<file path="src/rtl/ucode_mul_seq.sv">
// Microcode multiply sequencer: expands MULI/MULR/MULSI/MULSR into MOV/ADD(S)/SUBI/NOT/SUB(S)
// injected through the IF/ID mux. Optional min-iteration operand swap under UCODE_MIN_ITER_EN.
module ucode_mul_seq #(
  parameter int DATA_W = 32,
  parameter int IMM_W  = 16,
  parameter int CNT_W  = 32,
  parameter int REG_AW = 4
) (
  input  logic              clk,
  input  logic              rst_n,
  input  logic              start_mul,
  input  logic [1:0]        mul_type,
  input  logic [REG_AW-1:0] dest_reg,
  input  logic [REG_AW-1:0] source_reg,
`ifdef UCODE_MIN_ITER_EN
  input  logic [REG_AW-1:0] source_reg2,
`endif
  input  logic [IMM_W-1:0]  immediate,
  input  logic [DATA_W-1:0] read_data_second,
  input  logic [DATA_W-1:0] read_data_first,
  input  logic [3:0]        flags_in,
  input  logic              inject_ready,
  input  logic              abort,
  output logic [31:0]       output_instruction,
  output logic              mux_ctrl,
  output logic              busy,
  output logic              mul_release,
  output logic [3:0]        flags_back_out,
  output logic              flags_restore
);

  localparam logic [31:0] NOP     = {5'b11001, 27'b0};
  localparam logic [6:0]  OP_ADD  = 7'b0110001;
  localparam logic [6:0]  OP_ADDS = 7'b0111001;
  localparam logic [6:0]  OP_SUB  = 7'b0110010;
  localparam logic [6:0]  OP_SUBS = 7'b0111010;
  localparam logic [6:0]  OP_SUBI = 7'b0010010;
  localparam logic [6:0]  OP_NOT  = 7'b0110110;

  typedef enum logic [2:0] {
    S_IDLE, S_CLEAR, S_MOV, S_ADD, S_NEG1, S_NEG2, S_DONE
  } state_t;

  // Register fields in the instruction word are fixed at 4 bits.
  function automatic logic [3:0] f4(input logic [REG_AW-1:0] r);
    return 4'(r);
  endfunction

  function automatic logic [31:0] enc_r(input logic [6:0] op, input logic [REG_AW-1:0] rd,
                                        input logic [REG_AW-1:0] rs1, input logic [REG_AW-1:0] rs2);
    return {op, f4(rd), f4(rs1), f4(rs2), 13'b0};
  endfunction

  function automatic logic [31:0] enc_mov(input logic [REG_AW-1:0] rd);
    return {7'b0000000, f4(rd), 5'b0, 16'b0};
  endfunction

  function automatic logic [31:0] enc_subi(input logic [REG_AW-1:0] rd);
    return {OP_SUBI, f4(rd), f4(rd), 1'b0, 16'd1};
  endfunction

  function automatic logic [31:0] enc_not(input logic [REG_AW-1:0] rd);
    return {OP_NOT, f4(rd), f4(rd), 17'b0};
  endfunction

  function automatic logic [CNT_W-1:0] mag(input logic [CNT_W-1:0] v);
    return v[CNT_W-1] ? CNT_W'(-v) : v;
  endfunction

  state_t              state;
  logic [REG_AW-1:0]   rd_q, src_q;
  logic                s_q, neg_q;
  logic [3:0]          flags_q;
  logic [CNT_W-1:0]    cnt;

  logic [CNT_W-1:0]    m_sx, m_abs;
  logic [REG_AW-1:0]   src_sel;
  logic                s_in;

  assign s_in = mul_type[1];

  // Multiplier selection; min-int magnitude fits CNT_W because it is read as unsigned.
  always_comb begin
    m_sx    = mul_type[0] ? CNT_W'($signed(read_data_second)) : CNT_W'($signed(immediate));
    src_sel = source_reg;
`ifdef UCODE_MIN_ITER_EN
    if (mul_type[0] && (mag(CNT_W'($signed(read_data_first))) < mag(m_sx))) begin
      m_sx    = CNT_W'($signed(read_data_first));
      src_sel = source_reg2;
    end
`endif
    m_abs = mag(m_sx);
  end

`ifndef UCODE_MIN_ITER_EN
  logic unused_rdf;
  assign unused_rdf = ^read_data_first;
`endif

  always_ff @(posedge clk or negedge rst_n) begin
    if (!rst_n) begin
      state              <= S_IDLE;
      rd_q               <= '0;
      src_q              <= '0;
      s_q                <= 1'b0;
      neg_q              <= 1'b0;
      flags_q            <= '0;
      cnt                <= '0;
      output_instruction <= NOP;
      mux_ctrl           <= 1'b0;
      busy               <= 1'b0;
      mul_release        <= 1'b0;
      flags_back_out     <= '0;
      flags_restore      <= 1'b0;
    end else begin
      mul_release <= 1'b0;
      if (abort && state != S_IDLE) begin
        state              <= S_IDLE;
        output_instruction <= NOP;
        mux_ctrl           <= 1'b0;
        busy               <= 1'b0;
        flags_back_out     <= '0;
        flags_restore      <= 1'b0;
      end else begin
        case (state)
          S_IDLE: if (start_mul) begin
            rd_q     <= dest_reg;
            src_q    <= src_sel;
            s_q      <= s_in;
            neg_q    <= m_sx[CNT_W-1];
            flags_q  <= flags_in;
            cnt      <= m_abs;
            mux_ctrl <= 1'b1;
            busy     <= 1'b1;
            if (m_abs == '0) begin
              state              <= S_CLEAR;
              output_instruction <= enc_r(s_in ? OP_SUBS : OP_SUB, dest_reg, dest_reg, dest_reg);
            end else begin
              state              <= S_MOV;
              output_instruction <= enc_mov(dest_reg);
            end
          end
          S_CLEAR: if (inject_ready) begin
            state              <= S_DONE;
            output_instruction <= NOP;
            mux_ctrl           <= 1'b0;
            mul_release        <= 1'b1;
            flags_back_out     <= flags_q;
            flags_restore      <= ~s_q;
          end
          S_MOV: if (inject_ready) begin
            state              <= S_ADD;
            output_instruction <= enc_r(s_q ? OP_ADDS : OP_ADD, rd_q, rd_q, src_q);
          end
          S_ADD: if (inject_ready) begin
            cnt <= cnt - 1'b1;
            if (cnt == CNT_W'(1)) begin
              if (neg_q) begin
                state              <= S_NEG1;
                output_instruction <= enc_subi(rd_q);
              end else begin
                state              <= S_DONE;
                output_instruction <= NOP;
                mux_ctrl           <= 1'b0;
                mul_release        <= 1'b1;
                flags_back_out     <= flags_q;
                flags_restore      <= ~s_q;
              end
            end
          end
          // Two's-complement negate of the positive product: -(x) = ~(x - 1).
          S_NEG1: if (inject_ready) begin
            state              <= S_NEG2;
            output_instruction <= enc_not(rd_q);
          end
          S_NEG2: if (inject_ready) begin
            state              <= S_DONE;
            output_instruction <= NOP;
            mux_ctrl           <= 1'b0;
            mul_release        <= 1'b1;
            flags_back_out     <= flags_q;
            flags_restore      <= ~s_q;
          end
          S_DONE: begin
            state          <= S_IDLE;
            busy           <= 1'b0;
            flags_back_out <= '0;
            flags_restore  <= 1'b0;
          end
          default: state <= S_IDLE;
        endcase
      end
    end
  end

endmodule

</file>
<file path="config.mk">
export PLATFORM = sky130hd
export DESIGN_NAME = ucode_mul_seq
export DESIGN_NICKNAME = d
export VERILOG_FILES = /design/src/rtl/ucode_mul_seq.sv
export SDC_FILE = /design/constraint.sdc
export NUM_CORES = 1
export LEC_CHECK = 0
export ABC_CLOCK_PERIOD_IN_PS = 4400
export CAP_MARGIN = 20
export CORE_UTILIZATION = 25
export DETAILED_ROUTE_END_ITERATION = 10
export PLACE_DENSITY_LB_ADDON = 0.08
export SETUP_SLACK_MARGIN = 0.15
export SYNTH_ARGS = -nofsm -noshare
export SYNTH_HDL_FRONTEND = slang
export SYNTH_SLANG_ARGS = --single-unit
</file>
<file path="constraint.sdc">
create_clock -name clk -period 4.4 [get_ports clk]
set_input_delay 0.88 -clock clk [delete_from_list [all_inputs] [get_ports clk]]
set_output_delay 0.88 -clock clk [all_outputs]
set_load 0.01 [all_outputs]
</file>
==> flow_metrics.py <==
metrics = {
    "sta": {
        "fin_crit_sh_pct": 92.9,
        "hold-worst-slack_ns": 0.467,
        "setup_viol": 0,
        "worst_pin_slew_ns": 0.895,
        "min_period_ns": 4.09,
        "rsz0062_at_grt": "no",
        "fin_ws_ns": 0.314,
        "relSlewSlack_pct": 40.3,
        "fmaxAchievable_ghz": 0.245,
        "slew_violations": 0,
        "hold_viol_final": 0,
        "fin_skew_ns": 0.0106,
    },
    "final_layout": {
        "fill_cells": 2565,
        "stdcell_area_um2": 8490,
        "drive_gt1_share_pct": 19.0,
        "synthToLayoutAreaGrowth_pct": 37.9,
        "num-nets-final": 1024,
        "diodes": 0,
        "postLayoutCoreUtil_pct": 35.0,
    },
    "clock_network": {
        "ctsHoldBuffers": 0,
        "clockBufferDepth": 2,
        "clk_pin_slew_ns": 0.07,
        "clockRootBuffer": "clkbuf_16",
        "clock_sinks": 77,
        "h-tree-depth": 3,
        "numCtsBuffers": 9,
        "insertion_delay_ns": 0.35,
        "cts_tree": "built",
    },
    "logic_synthesis": {
        "synthArstFlopShare_pct": 100,
        "ys_seq_elements": 77,
        "synthDistinctLibCells": 71,
        "synth_ff_type": "dfrtp_1",
        "synth_edf_count": 0,
        "yosysMostFrequentCell": "nand2_1",
        "syn-cell-area_um2": 6160,
        "yosysWarnings": 0,
        "netlist_top_cells_count": "nand2_1 (76), dfrtp_1 (74), o21ai_0 (69)",
        "netlist_top_cells_area": "dfrtp_1 (30%), o21ai_0 (5.6%), a21oi_1 (4.8%), nand2_1 (4.6%), nor2_1 (4.1%)",
        "yosys.area.top_type_share_pct": 30.1,
        "ys_seq_area_share_pct": 31.3,
        "synth_cells": 768,
        "avgSynthCellArea_um2": 8.02,
        "yosysTopAreaCell": "dfrtp_1",
    },
    "routing": {
        "post-route-drc-count": 0,
        "vias": 6402,
        "firstDrtPassIters": 5,
        "drtIter0Drc": 344,
        "wire_per_inst_um": 17.3,
        "routed_wl_um": 21600,
        "ant_nets": 0,
        "vias_per_cell": 5.12,
    },
    "worst_setup_path": {
        "cp.required_ns": 4.67,
        "r2r-start": "cnt[4]$_DFFE_PN0P_",
        "critPathCaptureType": "flip-flop",
        "crit_arrival_ns": 4.36,
        "reg2regPathDepth": 10,
        "r2r_slack_ns": 0.73,
        "startpoint_type": "primary input",
        "critical_path_class": "primary input to flip-flop",
        "r2r_end": "cnt[12]$_DFFE_PN0P_",
        "cp_max_fo": 4,
    },
    "pwr": {
        "power_w": 0.00419,
        "p_leak_nw": 3.36,
        "powerDensity_nw_per_um2": 494,
        "peakVddDrop_mv": 0.215,
    },
    "grt": {
        "grt_max_degree": 78,
        "track_usage_pct": 16.9,
        "grt_overflow": 0,
        "grt_pass1_wl_um": 33900,
        "grt_pass1_vias": 6244,
        "antenna_found_initial": 0,
    },
    "placement": {
        "hpwlAfterDp_um": 16500,
        "dpl-instance-area_um2": 7980,
        "place.gp.congestion": 0.874,
        "portBuffers": 94,
        "pre_cts_ws_ns": -0.314,
    },
    "floorplan": {
        "fp-row-count": 57,
        "dieArea_um2": 25300,
        "start_util_pct": 25.4,
        "die_h_um": 159,
        "design.core.area_um2": 24200,
        "fp.dieW_um": 159,
        "pin_count": 139,
    },
    "run_status": {
        "status": "completed",
    },
    "job": {
        "cap_violations": 0,
    },
    "worst_hold_path": {
        "holdCritPathClass": "primary input to asynchronous set/reset pin",
    },
}
-- state kept, by name, summed over array words and instances, names as in the netlist --
| register | flops |
|---|---|
| state | 3 |
| output_instruction | 20 |
| mul_release | 1 |
| neg_q | 1 |
| flags_back_out | 4 |
| cnt | 32 |
| flags_restore | 1 |
| flags_q | 4 |
| mux_ctrl | 1 |
| s_q | 1 |
| src_q | 4 |
| busy | 1 |
| rd_q | 4 |
-- critical path: stages --
cell and delay [ns]:
clkdlybuf4s50_1 0.44, nor4_1 0.37, o21ai_0 0.21, o41ai_2 0.39, xor2_1 0.14, or4_1 0.56, or4_4 0.59, nor4_4 0.26
buf_4 0.19, buf_4 0.12, a21oi_1 0.06, o21ai_0 0.15
-- worst max path at each step --
stage / from / end / cells past startpoint
after floorplan: mul_type[0] / output_instruction[15]$_DFFE_PN0P_ / 19
after global placement: immediate[1] / state[1]$_DFFE_PN0P_ / 12
after detailed placement: read_data_second[1] / output_instruction[16]$_DFFE_PN0P_ / 11
after CTS: read_data_second[1] / state[1]$_DFFE_PN0P_ / 13
after global routing: immediate[6] / output_instruction[13]$_DFFE_PN0P_ / 12
final: immediate[8] / output_instruction[13]$_DFFE_PN0P_ / 12
-- what timing repair did --
| action | 4_1_cts | 5_1_grt |
|---|---|---|
| resized for setup | 3 | 19 |
| endpoints found under the setup margin | 10 | 14 |
| buffers inserted | 0 | 9 |
| pin swaps | 0 | 3 |
| cloned | 0 | 1 |
| hold endpoints to repair | 0 | 0 |
-- metrics by stage --
stage / std cells / setup TNS [ns]
global placement: 1223 / -2.08
detailed placement: 1223 / -3.33
CTS: 1239 / 0
global route: 1250 / 0
floorplan: 779 / -2.17
finish: 1250 / 0
-- power by group --
part	internal [W]	total (W)	switching [W]
combinational	0.000937	0.00210	0.00116
sequential	0.00104	0.00134	0.000300
clock	0.000440	0.000755	0.000315
total	0.00242	0.00419	0.00177
-- logic make-up (layout without fill, tap and decap cells) --
group           Yosys count  after routing  share of synthesized area (%)
compound gates          245            246                           25.5
xor+xnor                 25             25                           3.55
fa+ha+maj                 4              4                          0.813
buf+inv                  84            230                           6.58
flops                    77             77                           31.3
mux                      43             43                           7.43
other cells               1             12                         0.0609
simple gates            289            289                           24.8
-- cell type report --
type	instances	area [um^2]	share of cell area, %
Inverter	20	75.1	0.884
Clock inverter	6	65.1	0.766
Clock buffer	10	229	2.70
Multi-Input combinational cell	619	4050	47.7
Tap cell	324	405	4.77
Sequential cell	77	1930	22.7
Timing Repair Buffer	194	1730	20.4
-- layer usage --
layer / part of all wire, % / global-route usage [%]
met1: 44 / 21.1
met3: 3.5 / 2.27
met2: 50 / 30.3
met4: 1.9 / 4.98
met5: 0 / 0
-- layout by cell type, fill, tap and decap left out, types with 18 or more instances in the layout --
cell	synthesis	layout
nor4_1	21	18
buf_4	12	98
nor3_1	26	25
dfrtp_1	74	74
o21ai_0	69	66
a21oi_1	59	59
nand2_1	76	76
mux2i_1	25	23
nor2_1	68	67
inv_1	20	20
clkdlybuf4s50_1	0	88
No activity file was read; power rests on OpenSTA's default activity.
